===== src/rtl/catv_periph_uart.sv =====
// catv_riscv data-bus responder: 8N1 UART transmitter fed by a byte FIFO, plus
// status, baud divisor, scratch RESULT and sticky EXIT registers.
module catv_periph_uart #(
    parameter int unsigned FIFO_DEPTH = 8,
    parameter logic [15:0] DIV_RESET  = 16'd867,
    parameter int unsigned ADDR_WIDTH = 8
) (
    input  logic                  clk_i,
    input  logic                  rst_i,
    input  logic                  valid_i,
    output logic                  ready_o,
    input  logic [ADDR_WIDTH-1:0] addr_i,
    input  logic                  we_i,
    input  logic [3:0]            strb_i,
    input  logic [31:0]           wdata_i,
    output logic                  rvalid_o,
    output logic [31:0]           rdata_o,
    output logic                  tx_o,
    output logic                  exit_valid_o,
    output logic [31:0]           exit_code_o,
    output logic                  err_o
);
    localparam int unsigned PW = $clog2(FIFO_DEPTH);
    localparam int unsigned CW = PW + 1;

    localparam logic [ADDR_WIDTH-1:0] OffTx     = ADDR_WIDTH'(8'h00);
    localparam logic [ADDR_WIDTH-1:0] OffStatus = ADDR_WIDTH'(8'h04);
    localparam logic [ADDR_WIDTH-1:0] OffCtrl   = ADDR_WIDTH'(8'h08);
    localparam logic [ADDR_WIDTH-1:0] OffResult = ADDR_WIDTH'(8'h10);
    localparam logic [ADDR_WIDTH-1:0] OffExit   = ADDR_WIDTH'(8'h20);

    typedef enum logic [1:0] {StIdle, StStart, StData, StStop} state_t;

    logic [7:0]    r_mem [FIFO_DEPTH];
    logic [PW-1:0] r_wptr, r_rptr;
    logic [CW-1:0] r_count;
    logic [15:0]   r_div, r_bit_div, r_timer;
    logic [31:0]   r_result, r_exit_code, r_rdata;
    logic          r_exit_valid, r_rvalid, r_err, r_tx;
    state_t        r_state;
    logic [7:0]    r_shift;
    logic [2:0]    r_bit_idx;

    logic [ADDR_WIDTH-1:0] w_off;
    logic                  w_full, w_empty, w_busy, w_push_req, w_push, w_pop, w_mapped;
    logic [31:0]           w_status, w_rdata;

    assign w_off      = {addr_i[ADDR_WIDTH-1:2], 2'b00};
    assign w_full     = (r_count == CW'(FIFO_DEPTH));
    assign w_empty    = (r_count == '0);
    assign w_busy     = (r_state != StIdle);
    assign w_push_req = valid_i && we_i && (w_off == OffTx) && strb_i[0];
    // No bypass: a full FIFO stalls the push even if the FSM pops this cycle.
    assign ready_o    = valid_i && !(w_push_req && w_full);
    assign w_push     = ready_o && w_push_req;
    assign w_pop      = (r_state == StIdle) && !w_empty;
    assign w_status   = (32'(r_count) << 8) | {29'h0, w_busy, w_empty, w_full};

    always_comb begin
        w_rdata  = 32'hDEAD_BEEF;
        w_mapped = 1'b1;
        case (w_off)
            OffTx:     w_rdata = 32'h0;
            OffStatus: w_rdata = w_status;
            OffCtrl:   w_rdata = {16'h0, r_div};
            OffResult: w_rdata = r_result;
            OffExit:   w_rdata = r_exit_code;
            default:   w_mapped = 1'b0;
        endcase
    end

    always_ff @(posedge clk_i or posedge rst_i) begin
        if (rst_i) begin
            r_rvalid     <= 1'b0;
            r_rdata      <= 32'h0;
            r_err        <= 1'b0;
            r_div        <= DIV_RESET;
            r_result     <= 32'h0;
            r_exit_code  <= 32'h0;
            r_exit_valid <= 1'b0;
        end else begin
            r_rvalid <= ready_o && !we_i;
            r_err    <= ready_o && !w_mapped;
            if (ready_o && !we_i) begin
                r_rdata <= w_rdata;
            end
            if (ready_o && we_i) begin
                if (w_off == OffCtrl) begin
                    for (int i = 0; i < 2; i++) begin
                        if (strb_i[i]) r_div[8*i +: 8] <= wdata_i[8*i +: 8];
                    end
                end
                if (w_off == OffResult) begin
                    for (int i = 0; i < 4; i++) begin
                        if (strb_i[i]) r_result[8*i +: 8] <= wdata_i[8*i +: 8];
                    end
                end
                if (w_off == OffExit) begin
                    r_exit_code  <= wdata_i;
                    r_exit_valid <= 1'b1;
                end
            end
        end
    end

    // Storage needs no reset; the pointers and count define its validity.
    always_ff @(posedge clk_i) begin
        if (w_push) r_mem[r_wptr] <= wdata_i[7:0];
    end

    always_ff @(posedge clk_i or posedge rst_i) begin
        if (rst_i) begin
            r_wptr  <= '0;
            r_rptr  <= '0;
            r_count <= '0;
        end else begin
            if (w_push) r_wptr <= r_wptr + PW'(1);
            if (w_pop)  r_rptr <= r_rptr + PW'(1);
            if (w_push && !w_pop)      r_count <= r_count + CW'(1);
            else if (w_pop && !w_push) r_count <= r_count - CW'(1);
        end
    end

    always_ff @(posedge clk_i or posedge rst_i) begin
        if (rst_i) begin
            r_state   <= StIdle;
            r_tx      <= 1'b1;
            r_shift   <= 8'h0;
            r_bit_div <= 16'h0;
            r_timer   <= 16'h0;
            r_bit_idx <= 3'd0;
        end else begin
            case (r_state)
                StIdle: begin
                    r_tx <= 1'b1;
                    if (w_pop) begin
                        r_shift   <= r_mem[r_rptr];
                        r_bit_div <= r_div;
                        r_timer   <= r_div;
                        r_tx      <= 1'b0;
                        r_state   <= StStart;
                    end
                end
                StStart: begin
                    if (r_timer == 16'h0) begin
                        r_timer   <= r_bit_div;
                        r_bit_idx <= 3'd0;
                        r_tx      <= r_shift[0];
                        r_state   <= StData;
                    end else begin
                        r_timer <= r_timer - 16'd1;
                    end
                end
                StData: begin
                    if (r_timer == 16'h0) begin
                        r_timer <= r_bit_div;
                        if (r_bit_idx == 3'd7) begin
                            r_tx    <= 1'b1;
                            r_state <= StStop;
                        end else begin
                            r_bit_idx <= r_bit_idx + 3'd1;
                            r_shift   <= {1'b0, r_shift[7:1]};
                            r_tx      <= r_shift[1];
                        end
                    end else begin
                        r_timer <= r_timer - 16'd1;
                    end
                end
                StStop: begin
                    if (r_timer == 16'h0) r_state <= StIdle;
                    else                  r_timer <= r_timer - 16'd1;
                end
                default: r_state <= StIdle;
            endcase
        end
    end

    assign rvalid_o     = r_rvalid;
    assign rdata_o      = r_rdata;
    assign tx_o         = r_tx;
    assign exit_valid_o = r_exit_valid;
    assign exit_code_o  = r_exit_code;
    assign err_o        = r_err;
endmodule


===== config.mk =====
export PLATFORM = sky130hd
export DESIGN_NAME = catv_periph_uart
export DESIGN_NICKNAME = d
export VERILOG_FILES = /design/src/rtl/catv_periph_uart.sv
export SDC_FILE = /design/constraint.sdc
export NUM_CORES = 1
export LEC_CHECK = 0
export BUFFER_PORTS_ARGS = -buffer_cell sky130_fd_sc_hd__buf_2
export CAP_MARGIN = 20
export CORE_UTILIZATION = 55
export DETAILED_ROUTE_END_ITERATION = 16
export PLACE_DENSITY = 0.82
export SLEW_MARGIN = 30
export SYNTH_ARGS = -nofsm -noshare
export SYNTH_HDL_FRONTEND = slang
export SYNTH_SLANG_ARGS = --single-unit

===== constraint.sdc =====
create_clock -name clk_i -period 7.3 [get_ports clk_i]
set_input_delay 1.095 -clock clk_i [delete_from_list [all_inputs] [get_ports clk_i]]
set_output_delay 1.095 -clock clk_i [all_outputs]
set_load 0.03 [all_outputs]

# Word-level counts from Yosys, hierarchy flattened
# Memory sizes are Yosys's and may differ from the RTL's.
# Index checks and enable logic that the tools add are counted.
totals:
  register_bits: 171
  ramBits: 64
  in_bits: 48
  out_inout_bits: 69
  word_cells: 115
  n_memories: 1
classes:
  n_addsub: 6
  n_eq_ne: 16
  muxes: 29
  bitwise: 1
  reduce_logical: 42
mem_list:
  columns: ["memory", "words", "width", "rd", "rd_clocked_by_memory_dff", "write_ports", "line", "source"]
  rows:
  - ["r_mem", 8, 8, 1, 0, 1, "34", "logic [7:0] r_mem [FIFO_DEPTH];"]
op_table:
  columns: ["cell", "count"]
  rows:
  - ["case mux 32 bit (5 select lines)", 1]
  - ["two-way mux 16 bit", 3]
  - ["case mux 16 bit (3 select lines)", 1]
  - ["two-way mux 8 bit", 3]
  - ["AND reduction 3 bit", 7]
  - ["zero test 16 bit", 1]
  - ["case mux 8 bit (2 select lines)", 1]
  - ["subtractor 16 x 1 -> 16 bit, second input constant", 1]
  - ["inequality test 2 bit, second input constant", 7]
  - ["logical AND 1 bit", 12]
  - ["OR 12 x 3 -> 12 bit", 1]
  - ["two-way mux 2 bit", 5]
  - ["adder 3 x 1 -> 3 bit, second input constant", 3]
  - ["two-way mux 3 bit", 3]
  - ["zero test 8 bit", 1]
  - ["two-way mux 4 bit", 2]
  - ["case mux 2 bit (4 select lines)", 1]
  - ["AND reduction 4 bit", 2]
  - ["nonzero test 2 bit", 4]
  - ["two-way mux 1 bit", 7]
  - ["equality test 6 x 1 -> 1 bit, second input constant", 1]
  - ["equality test 6 x 2 -> 1 bit, second input constant", 1]
  - ["equality test 6 x 3 -> 1 bit, second input constant", 1]
  - ["equality test 6 x 4 -> 1 bit, second input constant", 1]
  - ["other kinds (16)", 24]

# Depth between registers and ports, before layout
logic_depth:
  ltp_word: 11
  depth_mapped: 13

# Least setup slack after synthesis
# No wires, ideal clock.
synth_timing:
  path_type: "input-to-reg"
  start: "input port addr_i[5]"
  end: "register r_count[3]"
  t_arrival_ns: 3.349
  required_time_ns: 7.175
  setup_slack_ns: 3.826
  path_stages: 12
  cell_sequence: "or4_4 > nor4_4 > nand3_1 > inv_1 > ha_1 > inv_1 > ha_1 > a21o_1 > a21oi_1 > xnor2_1 > nor2_1 > xor2_1"
synth_between:
  elab_chain_cells: 10
  word_cells_on_any_way: 12
  cone_classes: "mux (1); reduce/logical (11)"
synth_rtl:
  columns: ["item", "line", "source"]
  rows:
  - ["from (decl)", "12", "input logic [ADDR_WIDTH-1:0] addr_i,"]
  - ["zero test 8 bit (*)", "52", "assign w_push_req = valid_i && we_i && (w_off == OffTx) && strb_i[0];"]
  - ["logical AND 1 bit (*) (2 in a row)", "52", null]
  - ["logical AND 1 bit", "54", "assign ready_o = valid_i && !(w_push_req && w_full);"]
  - ["zero test 1 bit", "54", null]
  - ["logical AND 1 bit", "54", null]
  - ["logical AND 1 bit (*)", "55", "assign w_push = ready_o && w_push_req;"]
  - ["net w_push", "45", "logic w_full, w_empty, w_busy, w_push_req, w_push, w_pop, w_mapped;"]
  - ["zero test 1 bit", "120", "else if (w_pop && !w_push) r_count <= r_count - CW'(1);"]
  - ["logical AND 1 bit", "120", null]
  - ["nonzero test 2 bit (no source line)", null, null]
  - ["to (signal assigned)", "119", "if (w_push && !w_pop) r_count <= r_count + CW'(1);"]
  - ["to (signal assigned)", "120", null]
  - ["to (decl)", "36", "logic [CW-1:0] r_count;"]
# The timed path passes the listed nets; every way through them passes the cells marked *.
# A chain may end at the register's enable or synchronous reset.

# Worst setup path after layout
layout_timing:
  start: "input port addr_i[5]"
  end: "output port ready_o"
layout_between:
  elab_chain_cells: 6
layout_rtl:
  columns: ["item", "line", "source"]
  rows:
  - ["zero test 8 bit", "52", null]
  - ["logical AND 1 bit (2 in a row)", "52", null]
  - ["logical AND 1 bit", "54", null]
  - ["zero test 1 bit", "54", null]
  - ["logical AND 1 bit", "54", null]
  - ["to (decl)", "11", "output logic ready_o,"]
# Every way passes these cells.

==> impl_metrics.py <==
metrics = {
    "cts": {
        "htree_levels": 1,
        "clock_insertion_delay_worst_skew_ns": 0.51,
        "postCtsSetupRepairBufs": 0,
        "cts_repair_resize_count": 0,
        "root_buffer": "clkbuf_16",
        "path_clk_slew_ns": 0.06,
        "cts_buffers": 24,
        "tritoncts": "built",
        "cts_buffer_depth": 3,
        "clkSinkCount": 235,
        "cts_hold_repair_buffers": 0,
    },
    "routing": {
        "drt-vias-per-instance": 6.121,
        "drt_pass1_iterations": 5,
        "route.antenna.remaining_nets": 0,
        "detailedRoute.firstIterationViolations": 691,
        "vias": 7253,
        "post_drt_wl_per_cell_um": 21.02,
        "drc": 0,
        "finalWirelength_um": 24910,
    },
    "yosys": {
        "synthDistinctLibCells": 67,
        "ys_async_sr_fraction_pct": 72.77,
        "ys.flop_type": "dfrtp_1",
        "synth_top_cell_by_area": "dfrtp_1",
        "synth.cell_area_um2": 10730,
        "synth_seq_cells": 235,
        "syn_area_per_cell_um2": 13.33,
        "syn_inst": 805,
        "synth.cells.most_frequent": "164 x dfrtp_1, 71 x mux2_2, 64 x edfxtp_1",
        "synth.yosys.warnings": 0,
        "synthTopCellsByArea": "dfrtp_1 38%, edfxtp_1 18%, mux2_2 7.4%",
        "postSynthNetCount": 866,
        "synth.most_common_cell": "dfrtp_1",
        "synth-edff-count": 64,
        "yosys.area.top_type_share_pct": 38.24,
        "synth_seq_area_share_pct": 57.86,
    },
    "die": {
        "initial_cell_density_of_the_core_pct": 56.81,
        "floorplan.io_pins": 117,
        "die_x_um": 141.7,
        "placementRows": 50,
        "chipHeight_um": 141.7,
        "core_region_area_um2": 18890,
        "dieArea_um2": 20080,
    },
    "power_and_ir_drop": {
        "maximum_resistive_drop_on_vdd_v": 0.0002727,
        "p_total_mw": 4.143,
        "clk_pwr_share_pct": 29.6,
        "power_frac_comb_pct": 28.6,
        "power_report.internal_total_mw": 2.770,
        "power.density_cell_area_nw_per_um2": 336.9,
        "switching_share_pct": 33.13,
        "seq_power_share_pct": 41.8,
        "total_leakage_power_nw": 5.391,
        "net-switching-power_mw": 1.373,
    },
    "setup_path": {
        "worstSetupStartpoint": "addr_i[5]",
        "worstSetupEndpointType": "output port",
        "timing.rr.start": "r_count[0]$_DFFE_PP0P_",
        "regToRegEndpoint": "r_count[3]$_DFFE_PP0P_",
        "timing_worst_setup_path_type": "in2out",
        "worstPathMaxFanout": 5,
        "crit_required_ns": 6.20,
        "arrival_ns": 2.53,
        "timing.reg2reg.setup_slack_ns": 4.13,
        "timing.critical_path.from_type": "input port",
        "reg2regPathDepth": 11,
    },
    "global_route": {
        "first_pass_grt_wire_length_um": 40560,
        "number_of_global_route_vias_before_repair": 7655,
        "grt_start_max_net_pins": 109,
        "gr-total-overflow": 0,
        "gr_usage_total_pct": 25.74,
        "grt_antenna_before_repair": 0,
    },
    "worst_hold_path": {
        "whs_path_depth": 1,
        "hp-class": "reg2reg",
        "min-delay-start": "exit_valid_o$_DFFE_PP0P_",
        "hold_path_endpoint": "exit_valid_o$_DFFE_PP0P_",
    },
    "sta": {
        "min_period_ns": 3.627,
        "maxSlewHeadroom_pct": 41.87,
        "maxSlewViolCount": 0,
        "setup_repair_after_global_routing_missed_its_margin": "no",
        "final.setup_skew_ns": 0.008964,
        "final_clock_period_utilization_by_the_worst_path_pct": 49.69,
        "setup_total_negative_slack_ns": 0,
        "final-hold-violation-count": 0,
        "tightestPinTransition_ns": 0.8687,
        "setup_violations": 0,
        "fmaxAchievable_ghz": 0.2757,
    },
    "placement": {
        "detailed_place.area_um2": 11480,
        "port-buffer-count": 114,
        "routabilityCongestion": 0.8803,
        "place_hpwl_um": 15810,
    },
    "final_layout": {
        "fillCellCount": 1350,
        "final_design_area_no_fill_um2": 12300,
        "area_delta_synth_final_pct": 14.56,
        "design.final.nets": 968,
        "layout-drive-gt1-share_pct": 33.73,
        "diodes": 0,
    },
    "run": {
        "maxCapViolations": 0,
    },
    "status": {
        "outcome": "complete, no violations",
    },
}
-- metrics by stage --
| stage | util (%) | std cells | hold WS (ns) | setup WS, ns |
|---|---|---|---|---|
| 2_1_floorplan | - | 805 | 0.4698 | 1.585 |
| 3_3_place_gp | 60.77 | 1141 | 0.4460 | 3.356 |
| 3_5_place_dp | 60.77 | 1141 | 0.4557 | 3.298 |
| 4_1_cts | 65.01 | 1185 | 0.4734 | 3.667 |
| 5_1_grt | 65.08 | 1185 | 0.5062 | 3.578 |
| 6_report | 65.08 | 1185 | 0.4689 | 3.673 |
-- routing by layer --
metal	global-route usage, %	share of wire (%)	vias up
li1	-	-	3237
met1	34.38	41	3676
met2	42.08	49	287
met3	5.771	7.7	53
met4	8.263	2.5	0
met5	0	0	-
-- worst max path at each step --
stage          slack, ns                endpoint
2_1_floorplan       1.58         err_o$_DFF_PP0_
3_3_place_gp        3.36  r_count[3]$_DFFE_PP0P_
3_5_place_dp        3.30  r_count[3]$_DFFE_PP0P_
4_1_cts             3.67                 ready_o
5_1_grt             3.58  r_count[3]$_DFFE_PP0P_
6_report            3.67                 ready_o
-- worst max-delay path, cell delays in order --
cell and delay [ns]:
buf_2 0.13, or4_4 0.59, nor4_4 0.28, a21boi_2 0.20, buf_2 0.23
-- cell families (layout without fill, tap and decap cells) --
logic type | count (synthesis) | in the layout | synth area share, %
fa+ha+maj | 14 | 14 | 1.679
compound gates | 147 | 147 | 9.746
buf+inv | 59 | 179 | 2.541
mux | 129 | 129 | 16.08
flops | 235 | 235 | 57.86
xor+xnor | 14 | 14 | 1.142
simple gates | 207 | 207 | 10.96
-- flip-flops by register name (all words and copies together) (netlist names) --
signal,flops
r_bit_div,16
r_bit_idx,3
rvalid_o,1
r_mem,64
exit_valid_o,1
r_div,16
r_timer,16
r_result,32
r_wptr,3
rdata_o,32
r_count,4
err_o,1
tx_o,1
r_state,2
r_shift,8
exit_code_o,32
r_rptr,3
-- cell usage in the layout, fill, tap and decap left out, types with 8 or more instances in the layout --
| cell type | n |
|---|---|
| dfrtp_1 | 163 |
| inv_1 | 12 |
| mux2_4 | 29 |
| a21oi_1 | 12 |
| xnor2_1 | 9 |
| nor2_1 | 56 |
| nand3_1 | 11 |
| a221oi_1 | 16 |
| mux4_2 | 16 |
| a222oi_1 | 9 |
| edfxtp_1 | 64 |
| mux2_2 | 71 |
| ha_1 | 12 |
| nor3_1 | 13 |
| clkbuf_16 | 25 |
| nor3b_1 | 9 |
| nand2_1 | 54 |
| mux2i_1 | 13 |
| buf_2 | 114 |
| o21ai_0 | 49 |
| buf_4 | 8 |
| a22o_1 | 12 |
| and2_1 | 8 |
-- final cells by class --
cell class,count,area [um2],share of cell area (%)
clock buffer,38,744.5,6.055
clock inverter,6,55.05,0.4477
inverter,13,56.30,0.4579
multi-input combinational,511,4273,34.75
sequential,235,6211,50.51
tap,260,325.3,2.646
timing repair buffer,122,630.6,5.129
-- power by group through the flow --
stage / Sequential [mW] / Clock, mW / Combinational [mW]
final: 1.73 / 1.23 / 1.19
after global routing: 1.76 / 1.29 / 1.30
after CTS: 1.73 / 1.24 / 1.18
after detailed placement: 1.75 / 0 / 1.17
after global placement: 1.74 / 0 / 1.13
after floorplan: 1.72 / 0 / 0.888
Note: power is estimated with default switching activity, not from simulation.
